`src/rtl/coin_ledger.sv`:
```
// Live two-player coin ledger: loads a starting memory, then serves key-checked transfers.
// Optional COIN_LEDGER_STATS_EN adds ok_count/fail_count response counters.
module coin_ledger #(
    parameter logic [7:0] MAX_BALANCE = 8'd255
) (
    input  logic        clk,
    input  logic        reset,
    input  logic        load,
    input  logic [47:0] starting_memory,
    input  logic        tx_valid,
    output logic        tx_ready,
    input  logic        tx_from,
    input  logic [7:0]  tx_key,
    input  logic [7:0]  tx_amount,
    output logic        resp_valid,
    output logic [1:0]  resp_code,
    output logic [47:0] memory_out,
    output logic        initialized
`ifdef COIN_LEDGER_STATS_EN
    ,
    output logic [7:0]  ok_count,
    output logic [7:0]  fail_count
`endif
);

    typedef enum logic [2:0] {StUninit, StIdle, StCheck, StCommit, StResp} state_e;

    state_e      state_q;
    logic        from_q;
    logic [7:0]  key_q;
    logic [7:0]  amount_q;
    logic [1:0]  code_q;

    logic [7:0]  sender_key;
    logic [7:0]  sender_money;
    logic [7:0]  recv_money;
    logic [8:0]  recv_sum;
    logic [1:0]  check_code;
    logic [47:0] commit_mem;

    assign tx_ready = (state_q == StIdle) && !load;

    // Byte layout: [47:40] p1 key, [31:24] p1 money, [23:16] p2 key, [7:0] p2 money.
    always_comb begin
        sender_key   = from_q ? memory_out[23:16] : memory_out[47:40];
        sender_money = from_q ? memory_out[7:0]   : memory_out[31:24];
        recv_money   = from_q ? memory_out[31:24] : memory_out[7:0];
        recv_sum     = {1'b0, recv_money} + {1'b0, amount_q};
        if (key_q != sender_key) begin
            check_code = 2'd1;
        end else if (amount_q > sender_money) begin
            check_code = 2'd2;
        end else if (recv_sum > {1'b0, MAX_BALANCE}) begin
            check_code = 2'd3;
        end else begin
            check_code = 2'd0;
        end
    end

    always_comb begin
        commit_mem = memory_out;
        if (from_q) begin
            commit_mem[7:0]   = memory_out[7:0] - amount_q;
            commit_mem[31:24] = memory_out[31:24] + amount_q;
        end else begin
            commit_mem[31:24] = memory_out[31:24] - amount_q;
            commit_mem[7:0]   = memory_out[7:0] + amount_q;
        end
    end

    always_ff @(posedge clk or posedge reset) begin
        if (reset) begin
            state_q     <= StUninit;
            from_q      <= 1'b0;
            key_q       <= 8'd0;
            amount_q    <= 8'd0;
            code_q      <= 2'd0;
            resp_valid  <= 1'b0;
            resp_code   <= 2'd0;
            memory_out  <= 48'd0;
            initialized <= 1'b0;
`ifdef COIN_LEDGER_STATS_EN
            ok_count    <= 8'd0;
            fail_count  <= 8'd0;
`endif
        end else if (load) begin
            // Load wins over everything and silently drops any in-flight request.
            state_q     <= StIdle;
            memory_out  <= starting_memory;
            initialized <= 1'b1;
            resp_valid  <= 1'b0;
`ifdef COIN_LEDGER_STATS_EN
            ok_count    <= 8'd0;
            fail_count  <= 8'd0;
`endif
        end else begin
            resp_valid <= 1'b0;
            unique case (state_q)
                StUninit: state_q <= StUninit;
                StIdle: begin
                    if (tx_valid) begin
                        from_q   <= tx_from;
                        key_q    <= tx_key;
                        amount_q <= tx_amount;
                        state_q  <= StCheck;
                    end
                end
                StCheck: begin
                    code_q  <= check_code;
                    state_q <= StCommit;
                end
                StCommit: begin
                    if (code_q == 2'd0) begin
                        memory_out <= commit_mem;
                    end
                    resp_code  <= code_q;
                    resp_valid <= 1'b1;
                    state_q    <= StResp;
                end
                StResp: begin
                    state_q <= StIdle;
`ifdef COIN_LEDGER_STATS_EN
                    if (resp_code == 2'd0) begin
                        ok_count <= ok_count + 8'd1;
                    end else begin
                        fail_count <= fail_count + 8'd1;
                    end
`endif
                end
                default: state_q <= StUninit;
            endcase
        end
    end

endmodule

```
`config.mk`:
```
export PLATFORM = sky130hd
export DESIGN_NAME = coin_ledger
export DESIGN_NICKNAME = d
export VERILOG_FILES = /design/src/rtl/coin_ledger.sv
export SDC_FILE = /design/constraint.sdc
export NUM_CORES = 1
export LEC_CHECK = 0
export CORE_MARGIN = 2
export CORE_UTILIZATION = 49
export CTS_CLUSTER_SIZE = 24
export DETAILED_ROUTE_END_ITERATION = 12
export PLACE_DENSITY = 0.94
export SYNTH_ARGS = -nofsm -noshare
export SYNTH_HDL_FRONTEND = slang
export SYNTH_SLANG_ARGS = --single-unit
export TNS_END_PERCENT = 1
```
`constraint.sdc`:
```
create_clock -name clk -period 3.7 [get_ports clk]
set_clock_uncertainty 0.1 [all_clocks]
set_input_delay 0.555 -clock clk [delete_from_list [all_inputs] [get_ports clk]]
set_output_delay 0.555 -clock clk [all_outputs]
set_load 0.005 [all_outputs]
```
==> impl_metrics.toml <==
[clocking]
cts.sinks = 74
cts_resized = 0
clockBufferDepth = 2
clk_pin_slew_ps = 80
cts_buffers = 9
cts_tree = "yes"
htree_levels = 3
clk_latency_ps = 350
root_buffer = "clkbuf_8"
cts_hold_buf = 0
postCtsSetupRepairBufs = 0

[critical_path]
worstPathCellList = "mux2_2 > inv_1 > ha_1 > nor2b_1 > o2111ai_1 > a21oi_1 > o2111a_1 > nor4_1 > nand2_1"
setup.worst_path.class = "flip-flop to flip-flop"
crit_family = "flip-flops"
critPathCaptureType = "flip-flop"
worstSetupStartpointType = "flip-flop"
cp_max_fo = 23
crit_arrival_ps = 3260
critPathSlowestCell = "dfrtp_1"
slowest_delay_ps = 910
cp.required_ps = 3830
path_buf_inv = 1

[cells_and_area]
drive_gt1_share_pct = 17.77
layout_common_cells = "clkdlybuf4s50_1 (120), dfrtp_1 (74), mux2_2 (62), ha_1 (30), nand2_1 (24)"
insertedDiodeCount = 0
syn2layout_area_growth_pct = 35.25
final_cells = 620
finalNetCount = 609
final_common_cell = "clkdlybuf4s50_1"
finish.utilization_pct = 67.70
design_area_um2 = 5876

[global_routing]
grt_pass1_wl_mm = 17.30
antenna_found_initial = 0
grt_usage_pct = 22.32
globalRouteOverflowTotal = 0
grt_max_degree = 75
first_global_vias = 3677

[pwr]
peakVddDrop_mv = 0.3519
pwr_density_cell_nw_per_um2 = 568.7
static-leakage-power_nw = 2.581
finalPower_mw = 3.342

[synth]
ys_types = 43
synth_seq_cells = 74
yosysTopAreaCell = "dfrtp_1"
synth_nets = 488
netlist_top_cells_area = "dfrtp_1 (43%), mux2_2 (16%), ha_1 (8.6%)"
ys_seq_area_share_pct = 42.63
ys_warn_count = 0
avgSynthCellArea_um2 = 11.25
netlist_area_um2 = 4344
ys.flop_type = "dfrtp_1"
netlist_instances = 386
synth_top_area_share_pct = 42.63
synth_async_sr_flop_share_pct = 100.0
synth_edf_count = 0

[floorplan]
num_rows = 34
core-area_um2 = 8678
die_w_um = 98.16
pin_count = 122
initial_core_util_pct = 50.06
die_h_um = 98.16
die_area_um2 = 9634

[timing]
report.final.setup_viol = 0
slew_headroom_pct = 38.33
tns_ps = 0
setup_slack_ps = 574.8
min_period_ps = 3125
fmax_mhz = 320.0
whs_ps = 392.6
fin_crit_sh_pct = 84.46
tightest_slew_ps = 925.0
rsz0062_at_grt = "false"
finalHoldViolations = 0
maxSlewViolCount = 0

[placed_design]
placed_area_um2 = 5635
preCtsSetupSlack_ps = 611.9
portBuffers = 121
dpl.hpwl_mm = 7.558
dpl.cell_count = 604
gp_congestion = 0.8574

[route]
drcViolationCount = 0
wl_per_cell_um = 16.66
ant_nets = 0
routed-via-count = 3392
drt_iter0_drc = 96
postRouteWirelength_mm = 10.33
first_pass_iters = 5
via_per_inst = 5.471

[job]
maxCapViolCount = 0

[outcome]
status = "finished, final reports clean"

[min_path]
min_path_type = "flip-flop to flip-flop"
[where the power goes]
group | total, mW | switching, mW | internal (mW)
registers | 1.11 | 0.173 | 0.936
clock network | 0.775 | 0.324 | 0.451
logic | 1.46 | 0.682 | 0.775
total | 3.34 | 1.18 | 2.16
[metal layers]
layer | up-vias | wire, um | track usage [%]
met2 | 139 | 4814 | 35.93
met3 | 17 | 796 | 5.941
met1 | 1618 | 4509 | 28.36
met5 | - | 0 | 0
met4 | 0 | 208 | 10.12
li1 | 1618 | - | -
[cell families after synthesis]
| family | Yosys count | synth area share (%) |
|---|---|---|
| DFF | 74 | 42.63 |
| buffers and inverters | 32 | 3.456 |
| muxes | 84 | 21.14 |
| xor gates and xnor gates | 26 | 5.242 |
| adders and majority gates | 33 | 10.02 |
| AOI/OAI and AO/OA | 64 | 8.842 |
| and+or+nand+nor | 73 | 8.670 |
[synth_stat cells, types with 4 or more instances]
cell / number
mux2_2: 62
a31oi_1: 4
inv_1: 17
ha_1: 30
buf_2: 9
dfrtp_1: 74
nor3_1: 5
xnor2_1: 9
mux2i_1: 22
xor2_1: 17
o21ai_1: 4
nand2_1: 24
o21ai_0: 19
nor2_1: 17
nor2b_1: 6
a21o_1: 7
a21oi_1: 19
[state kept, by name, summed over array words and instances (netlist names)]
name,cells
amount_q,8
code_q,2
from_q,1
initialized,1
key_q,8
memory_out,48
resp_code,2
resp_valid,1
state_q,3
[cell type report]
type / instances / area [um2]
Clock buffer: 10 / 127.6
Clock inverter: 6 / 112.6
Fill cell: 630 / 2803
Inverter: 17 / 63.81
Multi-Input combinational cell: 280 / 2349
Sequential cell: 74 / 1852
Tap cell: 108 / 135.1
Timing Repair Buffer: 125 / 1236
[path summary, 6_finish.rpt]
kind	start	to	slack, ps	cells after the start
setup / recovery	from_q	memory_out[7]	570	9
hold / removal	initialized	initialized	390	1
setup reg to reg	from_q	memory_out[7]	570	9
hold reg to reg	initialized	initialized	390	1
max in group asynchronous	reset	memory_out[25]	2200	3
min in group asynchronous	reset	memory_out[34]	700	3
Power figures use the tool's default switching activity.
